<file path="config.mk">
export PLATFORM = sky130hd
export DESIGN_NAME = rom_load_sequencer
export DESIGN_NICKNAME = d
export VERILOG_FILES = /design/src/rtl/rom_load_sequencer.sv
export SDC_FILE = /design/constraint.sdc
export NUM_CORES = 1
export LEC_CHECK = 0
export ABC_AREA = 1
export CAP_MARGIN = 20
export CORE_MARGIN = 3
export CORE_UTILIZATION = 40
export DETAILED_ROUTE_END_ITERATION = 7
export HOLD_SLACK_MARGIN = 0.15
export PLACE_DENSITY_LB_ADDON = 0.08
export SYNTH_ARGS = -nofsm -noshare
export SYNTH_HDL_FRONTEND = slang
export SYNTH_SLANG_ARGS = --single-unit
</file>
<file path="constraint.sdc">
create_clock -name clk_sys -period 6.8 [get_ports clk_sys]
set_input_delay 1.7 -clock clk_sys [delete_from_list [all_inputs] [get_ports clk_sys]]
set_output_delay 1.7 -clock clk_sys [all_outputs]
set_load 0.005 [all_outputs]
</file>
<file path="src/rtl/rom_load_sequencer.sv">
// rom_load_sequencer: steers HPS ioctl download bytes into the program, char 1, char 2 and colour PROM regions,
// Latency: ioctl_wr -> rom_we/rom_sel/rom_addr/rom_data 1 cycle; core_reset registered from the next FSM state.
// Backpressure: none; every strobe is taken, so the ROM RAMs must accept one write per clk_sys cycle.
//
// Ports:
//   clk_sys, reset_n        clock, asynchronous active-low reset
//   ioctl_download/wr/...   hps_io download interface (flat byte address, byte data)
//   reset_req               level reset request from OSD / buttons
//   rom_sel/addr/data/we    registered one-hot region write to the ROM RAMs
//   core_reset              active-high reset to the core, held through load, check and settle
//   load_ok/load_err        result of the last download
//   byte_count/checksum     strobes seen and mod-2^16 sum of in-range bytes for the current/last download
module rom_load_sequencer #(
  parameter int PROG_SIZE     = 16384,
  parameter int CHR1_SIZE     = 4096,
  parameter int CHR2_SIZE     = 4096,
  parameter int PROM_SIZE     = 512,
  parameter int SETTLE_CYCLES = 1024
) (
  input  logic        clk_sys,
  input  logic        reset_n,
  input  logic        ioctl_download,
  input  logic        ioctl_wr,
  input  logic [24:0] ioctl_addr,
  input  logic [7:0]  ioctl_dout,
  input  logic        reset_req,
  output logic [3:0]  rom_sel,
  output logic [15:0] rom_addr,
  output logic [7:0]  rom_data,
  output logic        rom_we,
  output logic        core_reset,
  output logic        load_ok,
  output logic        load_err,
  output logic [16:0] byte_count,
  output logic [15:0] checksum
);

  localparam int TOTAL = PROG_SIZE + CHR1_SIZE + CHR2_SIZE + PROM_SIZE;
  localparam logic [24:0] CHR1_BASE = 25'(PROG_SIZE);
  localparam logic [24:0] CHR2_BASE = 25'(PROG_SIZE + CHR1_SIZE);
  localparam logic [24:0] PROM_BASE = 25'(PROG_SIZE + CHR1_SIZE + CHR2_SIZE);
  localparam logic [24:0] TOTAL_A   = 25'(TOTAL);
  localparam int SW = (SETTLE_CYCLES > 1) ? $clog2(SETTLE_CYCLES) : 1;
  localparam logic [SW-1:0] SETTLE_LAST = SW'(SETTLE_CYCLES - 1);

  typedef enum logic [2:0] {
    S_IDLE, S_LOAD, S_CHECK, S_SETTLE, S_RUN, S_HALT
  } state_t;

  state_t state, state_nxt;

  logic [SW-1:0] settle_cnt;
  logic          oor;
  logic          load_entry, ok_set, err_set, core_reset_nxt;

  logic          wr_acc, in_range;
  logic [3:0]    dec_sel;
  logic [15:0]   dec_off;
  logic [16:0]   cnt_base, cnt_nxt;
  logic [15:0]   sum_base, sum_nxt;
  logic          oor_base, oor_nxt;

  // State register
  always_ff @(posedge clk_sys or negedge reset_n) begin
    if (!reset_n) state <= S_IDLE;
    else          state <= state_nxt;
  end

  // Next-state logic
  always_comb begin
    state_nxt = state;
    case (state)
      S_IDLE:   if (ioctl_download) state_nxt = S_LOAD;
      S_LOAD:   if (!ioctl_download) state_nxt = S_CHECK;
      S_CHECK:  state_nxt = (byte_count == 17'(TOTAL) && !oor) ? S_SETTLE : S_HALT;
      S_SETTLE: begin
        if (ioctl_download)                               state_nxt = S_LOAD;
        else if (!reset_req && settle_cnt == SETTLE_LAST) state_nxt = S_RUN;
      end
      S_RUN: begin
        // A new download outranks a reset request.
        if (ioctl_download) state_nxt = S_LOAD;
        else if (reset_req) state_nxt = S_SETTLE;
      end
      S_HALT:   if (ioctl_download) state_nxt = S_LOAD;
      default:  state_nxt = S_IDLE;
    endcase
  end

  // Output decode; everything here is registered below so outputs follow the transition by one cycle.
  always_comb begin
    core_reset_nxt = (state_nxt != S_RUN);
    load_entry     = (state_nxt == S_LOAD) && (state != S_LOAD);
    ok_set         = (state == S_CHECK) && (state_nxt == S_SETTLE);
    err_set        = (state == S_CHECK) && (state_nxt == S_HALT);
  end

  // A strobe in the cycle ioctl_download drops still belongs to the download, so LOAD also accepts it.
  always_comb begin
    wr_acc   = ioctl_wr && (ioctl_download || state == S_LOAD);
    in_range = (ioctl_addr < TOTAL_A);
    dec_sel  = 4'b0000;
    dec_off  = 16'd0;
    if (ioctl_addr < CHR1_BASE) begin
      dec_sel = 4'b0001;
      dec_off = 16'(ioctl_addr);
    end else if (ioctl_addr < CHR2_BASE) begin
      dec_sel = 4'b0010;
      dec_off = 16'(ioctl_addr - CHR1_BASE);
    end else if (ioctl_addr < PROM_BASE) begin
      dec_sel = 4'b0100;
      dec_off = 16'(ioctl_addr - CHR2_BASE);
    end else if (in_range) begin
      dec_sel = 4'b1000;
      dec_off = 16'(ioctl_addr - PROM_BASE);
    end
  end

  // Statistics restart on LOAD entry; the entry cycle's own strobe is added on top of the cleared value.
  always_comb begin
    cnt_base = load_entry ? 17'd0 : byte_count;
    sum_base = load_entry ? 16'd0 : checksum;
    oor_base = load_entry ? 1'b0  : oor;
    cnt_nxt  = (wr_acc && cnt_base != '1) ? cnt_base + 17'd1 : cnt_base;
    sum_nxt  = (wr_acc && in_range) ? sum_base + {8'h00, ioctl_dout} : sum_base;
    oor_nxt  = oor_base | (wr_acc && !in_range);
  end

  always_ff @(posedge clk_sys or negedge reset_n) begin
    if (!reset_n) begin
      rom_we     <= 1'b0;
      rom_sel    <= 4'b0000;
      rom_addr   <= 16'd0;
      rom_data   <= 8'd0;
      byte_count <= 17'd0;
      checksum   <= 16'd0;
      oor        <= 1'b0;
      load_ok    <= 1'b0;
      load_err   <= 1'b0;
      core_reset <= 1'b1;
      settle_cnt <= '0;
    end else begin
      rom_we     <= wr_acc && in_range;
      rom_sel    <= (wr_acc && in_range) ? dec_sel : 4'b0000;
      if (wr_acc && in_range) begin
        rom_addr <= dec_off;
        rom_data <= ioctl_dout;
      end
      byte_count <= cnt_nxt;
      checksum   <= sum_nxt;
      oor        <= oor_nxt;
      load_ok    <= load_entry ? 1'b0 : (ok_set  ? 1'b1 : load_ok);
      load_err   <= load_entry ? 1'b0 : (err_set ? 1'b1 : load_err);
      core_reset <= core_reset_nxt;
      // Counts only while settling undisturbed; a reset request or leaving SETTLE restarts from zero.
      settle_cnt <= (state == S_SETTLE && state_nxt == S_SETTLE && !reset_req) ? settle_cnt + SW'(1) : '0;
    end
  end

endmodule
</file>
==> results.md, run 1 <==
* Yosys top cell by area: dfrtp_1
* Die H at 109.2 um
* Seq cells post-synth at 79
* DR WL/cell at 13.17 um
* Period utilization at 73.96%
* Clock root buffer: clkbuf_8
* Lkg Pwr at 0.002610 uW
* Util after Layout at 54.51%
* Die area at 11910 um^2
* Tightest Pin Transition at 1.074 ns
* Initial antenna violation count at 0
* Tmin final at 5.030 ns
* Vias at 3701
* Ys flop type: dfrtp_1
* Routed wire length at 10160 um
* Top-count cell post-synth: nand2_1
* Internal power at 830.6 uW
* CP Max Fanout at 13
* Clock skew at 0.006167 ns
* Gp weighted congestion at 0.8188
* Io pins at 103
* Detailed Place HPWL at 7236 um
* Maxcap violations at 0
* TritonRoute pass-1 iters at 4
* Via/cell ratio at 4.794
* Post-synth EDFFs at 0
* Share of layout cells above drive strength 1 at 7.862%
* Warnings, synthesis at 0
* RSZ-0062 raised after global routing: no
* Post-Synth XOR/XNOR Area at 5.144%
* Mean post-synth cell area at 8.062 um^2
* Area contributors post-synth: dfrtp_1 46%, nand2_1 13%, inv_1 5.0%, nor2_1 4.6%, ha_1 4.1%
* Post-Syn Nets at 581
* Hold buffer count at cts at 0
* Gates resized, CTS repair at 0
* CTS H-tree lvls at 3
* FMAX at 198.8 MHz
* Antenna Cells at 0
* WS Path Type: in -> reg
* Port bufs at 102
* Synth Area in Compound Gates at 6.114%
* Top cell type's share of synthesized area at 45.86%
* Seq pwr share at 41.6%
* Top post-synthesis cells by count: 149 x nand2_1, 78 x dfrtp_1, 57 x inv_1, 52 x nor2_1, 31 x nand3_1
* DRT iter0 DRCs at 137
* Clock latency on the worst-skew pair at 0.35 ns
* CTS max path bufs at 2
* Final hold violation count at 0
* # Post-CTS Setup Buffers at 0
* Syn Std Cell Area at 4257 um^2
* WHS at 0.4663 ns
* Worst IR Drop VDD at 0.2060 mV
* Register area share after synthesis at 46.47%
* Starting Density at 41.23%
* Main combinational cell family by area after synthesis: simple AND/OR/NAND/NOR gates
* Number of global-route vias before repair at 3566
* Total Power at 1265 uW
* Switch Pwr at 434.5 uW
* # rows at 37
* Switching share of power at 34.35%
* Crit path launch type: input port
* Logic pwr share at 28.2%
* Die Wd at 109.2 um
* Simple-gate area share of the yosys netlist at 30.19%
* Largest net degree at the start of global routing at 80
* Max-slew headroom at 28.35%
* Final slew viol count at 0
* Run status: completed
* Crit path DAT at 5.27 ns
* Worst setup margin at 1.770 ns
* CTS tree: done
* Post-synthesis mux area share at 0%
* Setup-failing EPs final at 0
* Antenna viol nets, final at 0
* GR Overflow Total at 0
* Clock sinks at 79
* Layout Area Growth over Synthesis at 32.22%
* Tot GR Track Use at 18.55%
* Sum Neg Setup Slack at 0 ns
* Worst Path Required at 7.04 ns
* Total core area at 10320 um^2
* Total CTS buffers at 9
* Synth Area in Adders at 4.586%
* Synth Instances at 528
* First-pass GRT wire length at 17250 um
* Ys async rst share at 100.0%
* Crit end category: flip-flop
* Worst hold path class: reg -> reg
* Layout Nets at 685
* Distinct cells, synth at 40
* Reg clk slew, reported paths at 0.08 ns
* PwrDens at 224.8 nW/um^2
* Drc violations at 0
* Dpl ws at 1.428 ns
* Clk pwr share at 30.2%
-- sequential cells by signal, indices dropped and copies added (netlist names), 3 cells and up --
register	cells
byte_count	17
checksum	16
rom_addr	16
settle_cnt	10
rom_data	8
rom_sel	4
state	3
-- worst max-delay path, cell delays in order --
cell and delay (ns):
clkdlybuf4s50_1 0.45, inv_1 0.11, nand2_1 0.05, nor2_1 0.15, nand3_1 0.09, nand2_1 0.07
nand2_1 0.05, nand2_1 0.09, nand2_2 0.06, nor2_1 0.11, nand2_2 0.07, inv_2 0.21
nor2_1 0.10, ha_1 0.23, nand2_1 0.07, inv_1 0.04, nand3_1 0.07, nor2_1 0.06
nand2_1 0.08, nor3_1 0.05, ha_1 0.22, nor2_4 0.18, inv_2 0.08, nor3_2 0.11
nand3_1 0.13, nor2_2 0.34, nand3_1 0.13, xor2_1 0.16
-- metrics by stage --
step                std cells  area [um^2]
finish                    772         5628
detailed placement        756         5389
floorplan                 528         4257
global route              772         5628
global placement          756         5389
CTS                       771         5600
-- power groups by stage --
stage / combinational, uW / sequential [uW] / clock [uW]
after floorplan: 262 / 530 / 0
after global placement: 352 / 533 / 0
after detailed placement: 355 / 534 / 0
after CTS: 356 / 525 / 399
after global routing: 403 / 528 / 418
final: 357 / 526 / 382
-- routing by layer --
layer  wire length [um]  global-route usage (%)
met5                  0                       0
met4                103                   4.509
met3                889                   7.638
met2               4509                   28.20
met1               4661                   24.61
-- cell families (layout without fill, tap and decap cells) --
kind of cell / count (synthesis) / in the layout
simple gates: 283 / 283
flops: 79 / 79
buf+inv: 78 / 186
compound gates: 48 / 48
xor+xnor: 25 / 25
fa+ha+maj: 15 / 15
-- layout by cell type, fill, tap and decap left out, types with 4 or more instances in the layout --
cell / synthesis / layout
a21oi_1: 21 / 21
clkbuf_8: 0 / 10
clkdlybuf4s50_1: 0 / 101
dfrtp_1: 78 / 78
ha_1: 14 / 14
inv_1: 57 / 57
inv_2: 8 / 8
nand2_1: 149 / 149
nand2_2: 6 / 6
nand3_1: 31 / 31
nand4_1: 10 / 10
nor2_1: 52 / 52
nor2_2: 5 / 5
nor2_4: 4 / 4
nor3_1: 9 / 9
o21ai_0: 18 / 18
xnor2_1: 6 / 6
xor2_1: 19 / 19
-- final timing paths --
check                          startpoint       endpoint  slack [ns]  cells after the start
setup / recovery                reset_req  byte_count[7]        1.77                     28
max in group asynchronous         reset_n     core_reset        5.04                      2
min in group asynchronous         reset_n         rom_we        1.15                      1
hold / removal              settle_cnt[0]  settle_cnt[0]        0.47                      1
setup reg to reg           byte_count[11]  byte_count[7]        2.99                     25
hold reg to reg             settle_cnt[0]  settle_cnt[0]        0.47                      1
-- final cells by class --
cell class | instances | area (um^2)
fill | 978 | 4696
sequential | 79 | 1978
multi-input combinational | 371 | 1959
timing repair buffer | 105 | 1061
inverter | 66 | 247.7
tap | 136 | 170.2
clock buffer | 11 | 141.4
clock inverter | 4 | 70.07
Note: power is estimated with default switching activity, not from simulation.
==> run 2: changes to the inputs <==
- clock period: 6.8 -> 4.1 ns (I/O delays scaled with it)
==> run 2 against run 1 <==
  * Core utilization is 2.6 points higher
  * Combinational power is 98% higher
  * Final area is 4.8% higher
  * Critical path depth is 4 lower
  * Largest cell class is now multi-input combinational cells
  * Sequential share of layout area is 1.6 points lower
  * Clock-buffer cell count is 1 higher
  * Global-route usage is 0.53 points higher
==> results.md, run 2 (synthesis results as in run 1) <==
* Run status: completed
* Io pins at 103
* Clock skew at 0.008557 ns
* WHS at 0.4566 ns
* CTS tree: done
* Share of layout cells above drive strength 1 at 13.28%
* Largest register FFs at 17
* Util after Layout at 57.14%
* WP buf/inv at 7
* Reg clk slew, reported paths at 0.08 ns
* Period utilization at 86.04%
* Maxcap violations at 0
* Antenna Cells at 0
* Number of global-route vias before repair at 3810
* Setup-failing EPs final at 0
* Die Wd at 109.2 um
* CP Max Fanout at 9
* Hold Path Sink: settle_cnt[0]
* RSZ-0062 raised after global routing: no
* Starting Density at 41.23%
* Detailed Place HPWL at 7657 um
* Worst path max stage delay at 0.37 ns
* Die H at 109.2 um
* R2r startpoint: byte_count[15]
* Clock root buffer: clkbuf_8
* CP delay by family, top: simple AND/OR/NAND/NOR gates
* CTS H-tree lvls at 3
* Reg with most FFs: byte_count
* Slowest-stage cell, CP: fa_1
* Final instance area at 5899 um^2
* Layout Nets at 718
* Crit end category: flip-flop
* Largest net degree at the start of global routing at 80
* R2R Setup Slk at 0.67 ns
* # rows at 37
* Max-slew headroom at 70.10%
* Tmin final at 3.528 ns
* Tot GR Track Use at 19.08%
* Clock latency on the worst-skew pair at 0.35 ns
* Lkg Pwr at 0.002783 uW
* Largest registers: byte_count (17), checksum (16), rom_addr (16)
* Total CTS buffers at 9
* Worst Path Required at 4.37 ns
* Final hold violation count at 0
* Fillers at 962
* Post-route insts no fill at 806
* CTS max path bufs at 2
* CP dominant cell by count: nor2_2
* PwrDens at 371.6 nW/um^2
* WS Path Type: in -> reg
* Most common cell after layout, fill and taps aside: nand2_1
* Clock sinks at 79
* Most frequent cells in the layout: 149 x nand2_1, 99 x clkdlybuf4s50_1, 78 x dfrtp_1
* Hold path cells at 1
* Die area at 11910 um^2
* Routed wire length at 10240 um
* DR WL/cell at 12.71 um
* Cells after DPL at 789
* First-pass GRT wire length at 17850 um
* Final slew viol count at 0
* Terminus of the critical flop-to-flop path: checksum[12]
* Worst hold path class: reg -> reg
* Total core area at 10320 um^2
* FMAX at 283.5 MHz
* GR Overflow Total at 0
* Crit path DAT at 3.80 ns
* Worst R2R Path Depth at 21
* Crit path launch type: input port
* DRT iter0 DRCs at 139
* TritonRoute pass-1 iters at 4
* Hold buffer count at cts at 0
* Port bufs at 102
* Initial antenna violation count at 0
* Tightest Pin Transition at 0.4444 ns
* Sum Neg Setup Slack at 0 ns
* Layout Area Growth over Synthesis at 38.60%
* Hold_sp: settle_cnt[0]
* Vias at 3786
* Gp weighted congestion at 0.8298
* Drc violations at 0
* Area post-placement at 5637 um^2
* Via/cell ratio at 4.697
* Antenna viol nets, final at 0
* CP cell instances: dlymetal6s2s_1 > inv_1 > nand2_1 > nor2_2 > nand4_1 > nand2_1 > nand2_1 > inv_2 > nor2_2 > nand2_2 > inv_2 > buf_4 > nor2_2 > ha_1 > inv_1 > fa_1 > nand3b_1 > and2_1 > inv_1 > a21oi_1 > nor2_2 > nand2_1 > nor2_2 > xnor2_1
* Worst IR Drop VDD at 0.2772 mV
## run 2: changes by cell type in the layout (fill, tap and decap cells not counted), sizes merged
cell	before	now
clkbuf	11	12
clkdlybuf4s50	101	99
buf	4	37
dlymetal6s2s	0	2
## run 2: how the worst max path moves through the flow
stage,cells past startpoint,endpoint,startpoint,slack [ns]
floorplan,29,byte_count[7],reset_req,0.10
global placement,28,byte_count[7],reset_req,-0.13
detailed placement,24,checksum[12],reset_req,-0.23
CTS,24,checksum[12],reset_req,0.13
global route,28,byte_count[7],reset_req,0.25
finish,24,checksum[12],reset_req,0.57
## run 2: timing repair
action,CTS,global route
setup endpoints to repair,0,17
gates resized for setup,0,10
buffers inserted,0,0
## run 2: metrics by stage
stage / setup WS, ns / total power [uW]
floorplan: 0.1004 / 1314
global route: 0.2550 / 2366
detailed placement: -0.2300 / 1584
finish: 0.5723 / 2192
global placement: -0.1260 / 1569
CTS: 0.1328 / 2211
## run 2: worst register-to-register path, cell delays in order, from the launching register on
cell,delay (ns)
dfrtp_1,0.40
inv_1,0.08
nand2_1,0.05
nor3_1,0.30
nand4_1,0.28
nand2_2,0.16
nor2_2,0.04
nand2_2,0.07
inv_2,0.05
buf_4,0.17
nor2_2,0.12
ha_1,0.18
inv_1,0.06
fa_1,0.37
nand3b_1,0.16
and2_1,0.16
inv_1,0.07
a21oi_1,0.10
nor2_2,0.17
nand2_1,0.12
nor2_2,0.10
xnor2_1,0.13
## run 2: power by group
part	switching [uW]	leakage (uW)	internal, uW
clock network	274	0.000104	342
logic	422	0.00159	284
registers	45.3	0.00109	826
## run 2: cell type report
class	instances	area, um^2	share of cell area, %
sequential	79	1978	33.53
clock buffer	12	135.1	2.291
multi-input combinational	371	1984	33.64
timing repair buffer	138	1314	22.27
tap	136	170.2	2.884
clock inverter	4	70.07	1.188
inverter	66	247.7	4.199
## run 2: per-layer routing
metal  share of wire, %  track usage [%]
met1                 46            24.46
met5                  0                0
met3                8.1            6.986
met4                1.1            5.320
met2                 45            30.35
==> run 3: changes to the inputs <==
- ABC_CLOCK_PERIOD_IN_PS: unset -> 4100
==> results of run 3 <==
The final DEF is identical to that of run 2; final timing and power are the same.
